--- src/rtl/uart_rx_monitor_if.sv ---
// rtl/uart_rx_monitor_if.sv - receive FIFO handshake and status bundle for uart_rx_monitor
interface uart_rx_monitor_if #(
  parameter int FIFO_DEPTH = 4
);
  localparam int CW = $clog2(FIFO_DEPTH) + 1;

  logic [7:0]    io_data;
  logic          io_valid;
  logic          io_ready;
  logic          io_frameError;
  logic          io_break;
  logic          io_overrun;
  logic [CW-1:0] io_fifoCount;

  modport master (
    output io_data, io_valid, io_frameError, io_break, io_overrun, io_fifoCount,
    input  io_ready
  );

  modport slave (
    input  io_data, io_valid, io_frameError, io_break, io_overrun, io_fifoCount,
    output io_ready
  );
endinterface

--- src/rtl/uart_rx_monitor.sv ---
// rtl/uart_rx_monitor.sv - 8N1 UART receiver, 16x oversampled with majority vote, into a small FIFO
module uart_rx_monitor #(
  parameter int SAMPLE_DIV = 27,
  parameter int FIFO_DEPTH = 4
) (
  input  logic             io_axiClk,
  input  logic             io_asyncReset,
  input  logic             io_rxd,
  uart_rx_monitor_if.master bus
);
  localparam int TW = (SAMPLE_DIV > 1) ? $clog2(SAMPLE_DIV) : 1;
  localparam int AW = (FIFO_DEPTH > 1) ? $clog2(FIFO_DEPTH) : 1;
  localparam int CW = $clog2(FIFO_DEPTH) + 1;

  localparam logic [2:0] S_IDLE      = 3'd0;
  localparam logic [2:0] S_START     = 3'd1;
  localparam logic [2:0] S_DATA      = 3'd2;
  localparam logic [2:0] S_STOP      = 3'd3;
  localparam logic [2:0] S_WAIT_HIGH = 3'd4;

  logic          rx_meta;
  logic          rxs;
  logic [TW-1:0] tick_cnt;
  logic          tick;
  logic [3:0]    sc;
  logic [2:0]    bit_cnt;
  logic [2:0]    state;
  logic          s7;
  logic          s8;
  logic          maj;
  logic [7:0]    shift;
  logic          push_req;
  logic          frame_error;
  logic          brk;
  logic          overrun;

  logic [7:0]    mem [FIFO_DEPTH];
  logic [AW-1:0] wr_ptr;
  logic [AW-1:0] rd_ptr;
  logic [CW-1:0] count;
  logic          full;
  logic          pop;
  logic          do_push;

  always_ff @(posedge io_axiClk or posedge io_asyncReset) begin
    if (io_asyncReset) begin
      rx_meta <= 1'b1;
      rxs     <= 1'b1;
    end else begin
      rx_meta <= io_rxd;
      rxs     <= rx_meta;
    end
  end

  assign tick = (tick_cnt == TW'(SAMPLE_DIV - 1));

  always_ff @(posedge io_axiClk or posedge io_asyncReset) begin
    if (io_asyncReset) begin
      tick_cnt <= '0;
    end else if (tick) begin
      tick_cnt <= '0;
    end else begin
      tick_cnt <= tick_cnt + 1'b1;
    end
  end

  // Bit value is the vote of samples at sc=7,8 and the live sample at sc=9.
  assign maj      = (s7 & s8) | (s7 & rxs) | (s8 & rxs);
  assign push_req = (state == S_STOP) && tick && (sc == 4'd9) && maj;

  always_ff @(posedge io_axiClk or posedge io_asyncReset) begin
    if (io_asyncReset) begin
      state       <= S_IDLE;
      sc          <= '0;
      bit_cnt     <= '0;
      s7          <= 1'b1;
      s8          <= 1'b1;
      shift       <= '0;
      frame_error <= 1'b0;
      brk         <= 1'b0;
    end else begin
      frame_error <= 1'b0;
      brk         <= 1'b0;
      if (tick) begin
        sc <= sc + 1'b1;
        if (sc == 4'd7) s7 <= rxs;
        if (sc == 4'd8) s8 <= rxs;
        case (state)
          S_IDLE: begin
            sc <= '0;
            if (!rxs) state <= S_START;
          end
          S_START: begin
            if (sc == 4'd9 && maj) begin
              state <= S_IDLE;
              sc    <= '0;
            end else if (sc == 4'd15) begin
              state   <= S_DATA;
              bit_cnt <= '0;
            end
          end
          S_DATA: begin
            if (sc == 4'd9) shift <= {maj, shift[7:1]};
            if (sc == 4'd15) begin
              if (bit_cnt == 3'd7) state <= S_STOP;
              else bit_cnt <= bit_cnt + 1'b1;
            end
          end
          S_STOP: begin
            if (sc == 4'd9) begin
              sc <= '0;
              if (maj) begin
                state <= S_IDLE;
              end else begin
                state       <= S_WAIT_HIGH;
                frame_error <= 1'b1;
                brk         <= (shift == 8'h00);
              end
            end
          end
          S_WAIT_HIGH: begin
            sc <= '0;
            if (rxs) state <= S_IDLE;
          end
          default: begin
            state <= S_IDLE;
            sc    <= '0;
          end
        endcase
      end
    end
  end

  assign full    = (count == CW'(FIFO_DEPTH));
  assign pop     = (count != '0) && bus.io_ready;
  // A full FIFO still takes a byte when the head leaves in the same cycle.
  assign do_push = push_req && (!full || pop);

  always_ff @(posedge io_axiClk or posedge io_asyncReset) begin
    if (io_asyncReset) begin
      for (int i = 0; i < FIFO_DEPTH; i++) mem[i] <= '0;
      wr_ptr  <= '0;
      rd_ptr  <= '0;
      count   <= '0;
      overrun <= 1'b0;
    end else begin
      overrun <= push_req && full && !pop;
      if (do_push) begin
        mem[wr_ptr] <= shift;
        wr_ptr      <= wr_ptr + 1'b1;
      end
      if (pop) rd_ptr <= rd_ptr + 1'b1;
      if (do_push && !pop) count <= count + 1'b1;
      else if (pop && !do_push) count <= count - 1'b1;
    end
  end

  assign bus.io_data       = mem[rd_ptr];
  assign bus.io_valid      = (count != '0);
  assign bus.io_fifoCount  = count;
  assign bus.io_frameError = frame_error;
  assign bus.io_break      = brk;
  assign bus.io_overrun    = overrun;
endmodule
--- src/flat_wrapper.sv ---
// flat-port wrapper written by rule: the top's interface ports become plain ports
module uart_rx_monitor_flat 
#(
  parameter int SAMPLE_DIV = 27,
  parameter int FIFO_DEPTH = 4
)
  (io_axiClk, io_asyncReset, io_rxd, bus_io_data, bus_io_valid, bus_io_frameError, bus_io_break, bus_io_overrun, bus_io_fifoCount, bus_io_ready);
  uart_rx_monitor_if #(.FIFO_DEPTH(FIFO_DEPTH)) bus_i ();
  input  logic io_axiClk;
  input  logic io_asyncReset;
  input  logic io_rxd;
  output wire logic [$bits(bus_i.io_data)-1:0] bus_io_data;
  output wire logic [$bits(bus_i.io_valid)-1:0] bus_io_valid;
  output wire logic [$bits(bus_i.io_frameError)-1:0] bus_io_frameError;
  output wire logic [$bits(bus_i.io_break)-1:0] bus_io_break;
  output wire logic [$bits(bus_i.io_overrun)-1:0] bus_io_overrun;
  output wire logic [$bits(bus_i.io_fifoCount)-1:0] bus_io_fifoCount;
  input wire logic [$bits(bus_i.io_ready)-1:0] bus_io_ready;
  assign bus_io_data = bus_i.io_data;
  assign bus_io_valid = bus_i.io_valid;
  assign bus_io_frameError = bus_i.io_frameError;
  assign bus_io_break = bus_i.io_break;
  assign bus_io_overrun = bus_i.io_overrun;
  assign bus_io_fifoCount = bus_i.io_fifoCount;
  assign bus_i.io_ready = bus_io_ready;
  uart_rx_monitor #(.SAMPLE_DIV(SAMPLE_DIV), .FIFO_DEPTH(FIFO_DEPTH)) u_core (.io_axiClk(io_axiClk), .io_asyncReset(io_asyncReset), .io_rxd(io_rxd), .bus(bus_i));
endmodule
--- config.mk ---
export PLATFORM = sky130hd
export DESIGN_NAME = uart_rx_monitor_flat
export DESIGN_NICKNAME = d
export VERILOG_FILES = /design/src/rtl/uart_rx_monitor_if.sv /design/src/rtl/uart_rx_monitor.sv /design/src/flat_wrapper.sv
export SDC_FILE = /design/constraint.sdc
export NUM_CORES = 1
export LEC_CHECK = 0
export CAP_MARGIN = 20
export CELL_PAD_IN_SITES_DETAIL_PLACEMENT = 0
export CELL_PAD_IN_SITES_GLOBAL_PLACEMENT = 1
export CORE_UTILIZATION = 50
export CTS_CLUSTER_DIAMETER = 50
export CTS_CLUSTER_SIZE = 10
export DETAILED_ROUTE_END_ITERATION = 8
export GPL_ROUTABILITY_DRIVEN = 1
export GPL_TIMING_DRIVEN = 0
export MAX_ROUTING_LAYER = met4
export PLACE_DENSITY = 0.89
export SETUP_SLACK_MARGIN = 0.05
export SYNTH_ARGS = -nofsm -noshare
export SYNTH_HDL_FRONTEND = slang
export SYNTH_SLANG_ARGS = --single-unit
--- constraint.sdc ---
create_clock -name io_axiClk -period 3.4 [get_ports io_axiClk]
set_input_delay 0.68 -clock io_axiClk [delete_from_list [all_inputs] [get_ports io_axiClk]]
set_output_delay 0.68 -clock io_axiClk [all_outputs]
set_load 0.05 [all_outputs]
==> out/results.md <==
| Quantity | Value |
|:---|:---|
| Status | complete, but fails checks |
| Failing checks | DRC |
| Detail-routed via count per cell | 5.60 |
| Remaining antenna violation count after routing | 0 |
| Power spent charging and discharging nets | 0.541 mW |
| Area share of the leading cell type in the synthesized netlist | 0.477 |
| Detail Placement HPWL | 3890 um |
| Capturing element type of the critical path | output pin |
| Pin count of the biggest net entering global routing | 70 |
| Met3 track demand over resource | 0.0659 |
| Starting density of the core | 0.528 |
| # Post-CTS Setup Buffers | 0 |
| Layout Nets | 289 |
| Register bit total from synthesis | 69 |
| Unrepaired setup endpoints after global routing | false |
| Sw frac | 0.269 |
| Width of the die | 84.6 um |
| Die H | 84.6 um |
| Global routing usage on met1 | 0.226 |
| Area of placed instances | 0.00369 sq mm |
| Cell area after layout | 0.00393 sq mm |
| Worst-path maximum fanout | 9 |
| Cell at the root of the clock tree | sky130_fd_sc_hd__clkbuf_8 |
| Cell total after placement | 339 |
| Number of setup violations in the final report | 0 |
| Required time of the worst setup path | 2.72 ns |
| Number of instances in the synthesized netlist | 244 |
| Insertion delay of the later-clocked pin in the worst-skew pair | 0.34 ns |
| Clock slew seen by the registers of the worst setup and hold paths | 0.07 ns |
| Wire length of the first global-routing pass | 9880 um |
| Detailed Routing Iterations Pass 1 | 8 |
| Final Max Slew Viols | 0 |
| Net count after synthesis | 261 |
| Largest cells by area after synthesis | sky130_fd_sc_hd__dfrtp_1, sky130_fd_sc_hd__mux2_2, sky130_fd_sc_hd__mux2_4 |
| Hold violation total from the final report | 0 |
| Clock tree from TritonCTS | yes |
| Leak | 1.89 nW |
| Maximum clock path buffer count | 2 |
| Kind of critical path | flip-flop to output pin |
| Site Rows | 29 |
| Global routing usage summed across all routing layers | 0.189 |
| Class of the worst hold path | flip-flop to flip-flop |
| Share of cells above drive strength 1 | 0.326 |
| Worst-margin pin slew | 0.834 ns |
| Floorplan Core Area | 0.00646 sq mm |
| Syn Area/Cell | 14.0 sq um |
| CTS resizes | 0 |
| Number of top-level design ports | 19 |
| Fraction of power consumed by combinational cells | 0.150 |
| Post-detailed-route wirelength per cell | 16.3 um |
| Number of buffers created by CTS | 9 |
| Hold buffers post-CTS | 0 |
| Final Critical Period | 3.12 ns |
| Total number of yosys warnings | 0 |
| Vias in the first global route | 2050 |
| # Max-Cap Violations | 0 |
| Placer's final routability congestion estimate | 0.825 |
| Setup crit start kind | flip-flop |
| Maximum clock skew at final layout | 0.00886 ns |
| Tightest slew margin relative to the limit | 0.444 |
| Tcrit/Tclk final | 0.918 |
| Critical path data arrival time | 2.44 ns |
| Filler Cell Count | 517 |
| Routing layer with the top usage in global route | met2 |
| Number of standard cells in the layout, taps in and fillers out | 353 |
| Initial antenna violation count | 0 |
| Clock Power Share | 0.393 |
| Count of antenna diodes in the layout | 0 |
| Post-route setup TNS | 0 ns |
| Post-synthesis cell type count | 45 |
| Routed vias | 1978 |
| Highest Clock Rate | 320 MHz |
| Area growth syn-to-layout | 15.0% |
| H-tree levels | 3 |
| Violation count after the first detailed-route iteration | 76 |
| Power density relative to cell area | 512 mW/mm^2 |
| M2 GR Usage | 0.302 |
| Peak supply drop | 0.302 mV |
| Fraction of the yosys area taken by sequential cells | 0.507 |
| Sequential share of power | 0.458 |
| Netlist area before placement | 0.00341 sq mm |
| Sum of routed wire length over all layers | 5760 um |
| TritonCTS Sinks | 69 |
| Internal Power | 1.47 mW |
| Most area-hungry cell type in the Yosys netlist | sky130_fd_sc_hd__dfrtp_1 |
| DRC Markers | 2 |
| IO buf count | 18 |
| Total overflow reported by the global router | 0 |
| Die outline area | 0.00716 sq mm |
-- routing by layer --
layer,up-vias,wire (um)
met5,-,0
met4,0,38
met3,6,205
met2,39,2950
met1,987,2570
li1,946,-
-- power groups by stage --
| stage | Combinational [mW] | Sequential [mW] | Clock [mW] |
|---|---|---|---|
| floorplan | 0.186 | 0.963 | 0 |
| finish | 0.301 | 0.920 | 0.789 |
| CTS | 0.345 | 0.888 | 0.810 |
| detailed placement | 0.345 | 0.904 | 0 |
| global placement | 0.336 | 0.903 | 0 |
| global route | 0.323 | 0.928 | 0.850 |
-- stage by stage --
step | setup WS (ns) | hold slack (ns) | power [mW] | util
6_report | 0.278 | 0.357 | 2.01 | 0.608
5_1_grt | 0.184 | 0.364 | 2.10 | 0.608
4_1_cts | 0.0557 | 0.359 | 2.04 | 0.608
3_5_place_dp | 0.437 | 0.349 | 1.25 | 0.572
3_3_place_gp | -0.148 | 0.347 | 1.24 | 0.571
2_1_floorplan | 0.853 | 0.345 | 1.15 | -
-- worst max-delay path: stages (launching register included) --
cell,delay [ns]
sky130_fd_sc_hd__dfrtp_1,0.32
sky130_fd_sc_hd__clkbuf_1,0.49
sky130_fd_sc_hd__mux4_2,0.57
sky130_fd_sc_hd__clkdlybuf4s50_1,0.71
-- logic make-up after synthesis --
logic type,synth area share
DFF,0.507
AOI/OAI and AO/OA,0.0315
and+or+nand+nor,0.135
adders and majority gates,0.0528
buffers and inverters,0.0253
xor gates and xnor gates,0.0231
muxes,0.225
-- sequential cells by signal, summed over array words and instances (netlist names) --
register,count
u_core.tick_cnt,5
u_core.state,3
u_core.bus.io_overrun,1
u_core.bus.io_fifoCount,3
u_core.shift,8
u_core.s8,1
u_core.bus.io_break,1
u_core.s7,1
u_core.rx_meta,1
u_core.wr_ptr,2
u_core.rxs,1
u_core.rd_ptr,2
u_core.mem,32
u_core.bus.io_frameError,1
u_core.bit_cnt,3
u_core.sc,4
-- final cells by class --
class                   instances  area, sq um  area share
plain buffers                   9         52.6      0.0134
clock buffers                   9          124      0.0316
clock inverters                 6          113      0.0287
inverters                       8         32.5     0.00829
multi-input cells             157         1600       0.406
flip-flops and latches         69         1730       0.441
well taps                      77         96.3      0.0245
repair buffers                 18          180      0.0459
-- worst paths after layout --
| check | cells past startpoint | slack, ns | endpoint | startpoint |
|---|---|---|---|---|
| worst min register to register | 0 | 0.36 | u_core.rxs | u_core.rx_meta |
| max in group asynchronous | 2 | 1.99 | u_core.sc[3] | io_asyncReset |
| worst max register to register | 11 | 0.71 | u_core.bus.io_fifoCount[2] | u_core.tick_cnt[0] |
| worst max-delay path | 3 | 0.28 | bus_io_data[6] | u_core.rd_ptr[1] |
| worst min-delay path | 0 | 0.36 | u_core.rxs | u_core.rx_meta |
| min in group asynchronous | 2 | 0.86 | u_core.bus.io_frameError | io_asyncReset |
-- cells in the final DEF (no fill, tap or decap), types with 3 or more instances in the layout --
master,count
sky130_fd_sc_hd__a22o_1,3
sky130_fd_sc_hd__and3b_1,3
sky130_fd_sc_hd__buf_2,3
sky130_fd_sc_hd__bufinv_16,3
sky130_fd_sc_hd__clkbuf_1,3
sky130_fd_sc_hd__clkbuf_8,9
sky130_fd_sc_hd__clkdlybuf4s50_1,18
sky130_fd_sc_hd__dfrtp_1,65
sky130_fd_sc_hd__dfstp_2,4
sky130_fd_sc_hd__ha_1,12
sky130_fd_sc_hd__inv_1,7
sky130_fd_sc_hd__mux2_2,30
sky130_fd_sc_hd__mux2_4,16
sky130_fd_sc_hd__mux4_2,8
sky130_fd_sc_hd__nand2_1,11
sky130_fd_sc_hd__nand2b_1,3
sky130_fd_sc_hd__nand3_1,9
sky130_fd_sc_hd__nand3_4,4
sky130_fd_sc_hd__nor2_1,9
sky130_fd_sc_hd__nor4_1,5
sky130_fd_sc_hd__o21ai_0,7
sky130_fd_sc_hd__xnor2_1,6
sky130_fd_sc_hd__xor2_1,3
-- Yosys cell counts, drive strengths merged --
master	n
fa	1
dfrtp	65
nand3	13
mux2i	1
and3b	3
and2	1
inv	8
and4b	1
nor3	3
or3b	1
mux4	8
clkbuf	4
ha	12
a21oi	2
or3	2
nand4	1
xor2	3
nand3b	2
maj3	1
a22o	3
xnor2	6
nand2b	3
nand2	11
nor4b	2
a211o	1
nand4b	2
dfstp	4
and3	2
o221ai	1
a2111o	1
nor3b	1
buf	6
o21ai	7
nor4	5
or4	1
mux2	46
nor2	9
o31ai	1
No activity file was read; power rests on OpenSTA's default activity.
==> patch (same flow settings) <==
Register the input `io_rxd` before use. The logic sees it one clock later. The other inputs are not delayed to match.
--- a/src/rtl/uart_rx_monitor.sv
+++ b/src/rtl/uart_rx_monitor.sv
@@ -19,2 +19,8 @@
   localparam logic [2:0] S_WAIT_HIGH = 3'd4;
+
+  logic io_rxd_q;
+
+  always_ff @(posedge io_axiClk) begin
+    io_rxd_q <= io_rxd;
+  end
 
@@ -49,3 +55,3 @@
     end else begin
-      rx_meta <= io_rxd;
+      rx_meta <= io_rxd_q;
       rxs     <= rx_meta;
Formal check against the unedited RTL: no difference found for any inputs over 10 cycles, from zero or initial values and one cycle with io_asyncReset high; that may be too few to reach the edited logic, so the function may still have changed.
==> patch against the original RTL <==
Worst setup slack got worse by 0.10 ns; sequential share of layout area increased by 0.41 points; register-to-register slack improved by 0.15 ns; first-iteration DRC count increased by 30%; cell area is 0.22% higher; highest routed layer unchanged; utilization fell by 0.20 points; global-route usage grew 0.59 points; routed wire length grew 3.9%; clock power is 8.6% lower; combinational power up 2%; area after synthesis rose by 0.99%; total power down 2.2%; sequential cell count is 1 higher.
==> patch: results (changes against the original RTL) <==
stage	metric	value	unit	change
placed_design	preCtsSetupSlack	0.501	ns	was 0.437 ns
timing	slew_headroom	44.6	%	was 44.4%
route	number_of_vias_per_cell	5.69		was 5.60
finish	final_layout_size_suffix_gt1_share	30.7	%	was 32.6%
finish	layout.filler_cells	503		was 517
status	outcome	completed		was finished, violations left
global_route	via_count_of_the_first_global_routing_pass	2106		was 2050
timing	final.setup_skew	0.0120	ns	was 0.00886 ns
power_and_ir_drop	pwr-share-clk	36.7	%	was 39.3%
placed_design	globalplace.congestion	0.753		was 0.825
yosys	netlist_top_cells_area	sky130_fd_sc_hd__dfrtp_1 (47%), sky130_fd_sc_hd__mux2_4 (14%), sky130_fd_sc_hd__mux4_2 (5.2%)		was sky130_fd_sc_hd__dfrtp_1 (48%), sky130_fd_sc_hd__mux2_2 (9.9%), sky130_fd_sc_hd__mux2_4 (7.0%)
route	drt_pre_antenna_iters	4		was 8
power_and_ir_drop	p_leak	1.78	nW	was 1.89 nW
yosys	synth_top_cells_by_count	sky130_fd_sc_hd__dfrtp_1 (65), sky130_fd_sc_hd__mux2_4 (32), sky130_fd_sc_hd__nand2_1 (15), sky130_fd_sc_hd__ha_1 (12), sky130_fd_sc_hd__mux2_2 (12)		was sky130_fd_sc_hd__dfrtp_1 (65), sky130_fd_sc_hd__mux2_2 (30), sky130_fd_sc_hd__mux2_4 (16), sky130_fd_sc_hd__ha_1 (12), sky130_fd_sc_hd__nand2_1 (11)
placed_design	placed_cell_area	3730	um^2	was 3690 um^2
global_route	globalRouteMet3Util	5.93	%	was 6.59%
yosys	synth.yosys.seq_area_share	50.8	%	was 50.7%
yosys	syn_avg_cell_area	13.7	um^2	was 14.0 um^2
global_route	wire_length_of_the_first_global_routing_pass	10.4	mm	was 9.88 mm
yosys	postSynthNetCount	268		was 261
power_and_ir_drop	power.ir.vdd_worst	0.328	mV	was 0.302 mV
route	drt_iter0_markers	99		was 76
setup_path	r2r.worst_path.cells	12		was 11
power_and_ir_drop	cellInternalPower	1.41	mW	was 1.47 mW
power_and_ir_drop	combinationalPower	307	uW	was 301 uW
route	route.vias.total	2049		was 1978
patch: changes by cell type after synthesis, sizes merged, moves of 3 or more:
cell,before,now
and3,2,8
nand3,13,8
nand2,11,15
nand2b,3,0
nand4,1,4
nor4,5,2
patch: cell families after synthesis:
kind of cell    synth area share (%)
simple gates                    11.2
mux                             23.4
xor+xnor                        2.03
flops                           50.8
buf+inv                         3.45
compound gates                  3.88
fa+ha+maj                       5.26
patch: path summary, 6_finish.rpt:
kind	startpoint	to	slack, ns
worst max-delay path	u_core.rd_ptr[1]	bus_io_data[3]	0.18
worst min-delay path	u_core.io_rxd_q	u_core.rx_meta	0.30
worst max register to register	u_core.tick_cnt[0]	u_core.bus.io_fifoCount[2]	0.86
worst min register to register	u_core.io_rxd_q	u_core.rx_meta	0.30
max in group asynchronous	io_asyncReset	u_core.shift[1]	2.00
min in group asynchronous	io_asyncReset	u_core.mem[29]	0.85
patch: worst max-delay path: stages, from the launching register on:
cell,delay (ns)
sky130_fd_sc_hd__dfrtp_1,0.34
sky130_fd_sc_hd__clkbuf_1,0.55
sky130_fd_sc_hd__mux4_2,0.60
sky130_fd_sc_hd__clkdlybuf4s50_1,0.71
patch: layout make-up:
cell class	instances	area (um^2)	share of cell area, %
inverters	9	36.3	0.922
clock inverters	6	87.6	2.23
clock buffers	9	124	3.15
well taps	77	96.3	2.45
flip-flops and latches	70	1750	44.5
multi-input cells	160	1580	40.1
repair buffers	18	180	4.58
plain buffers	11	81.3	2.07
patch: routing by layer:
metal / vias up / wire length (um)
li1: 958 / -
met1: 1047 / 2620
met2: 37 / 3060
met3: 7 / 231
met4: 0 / 72
met5: - / 0
patch: what timing repair did:
item,CTS,global route
resized for setup,0,0
buffers inserted,0,0
endpoints found under the setup margin,0,1
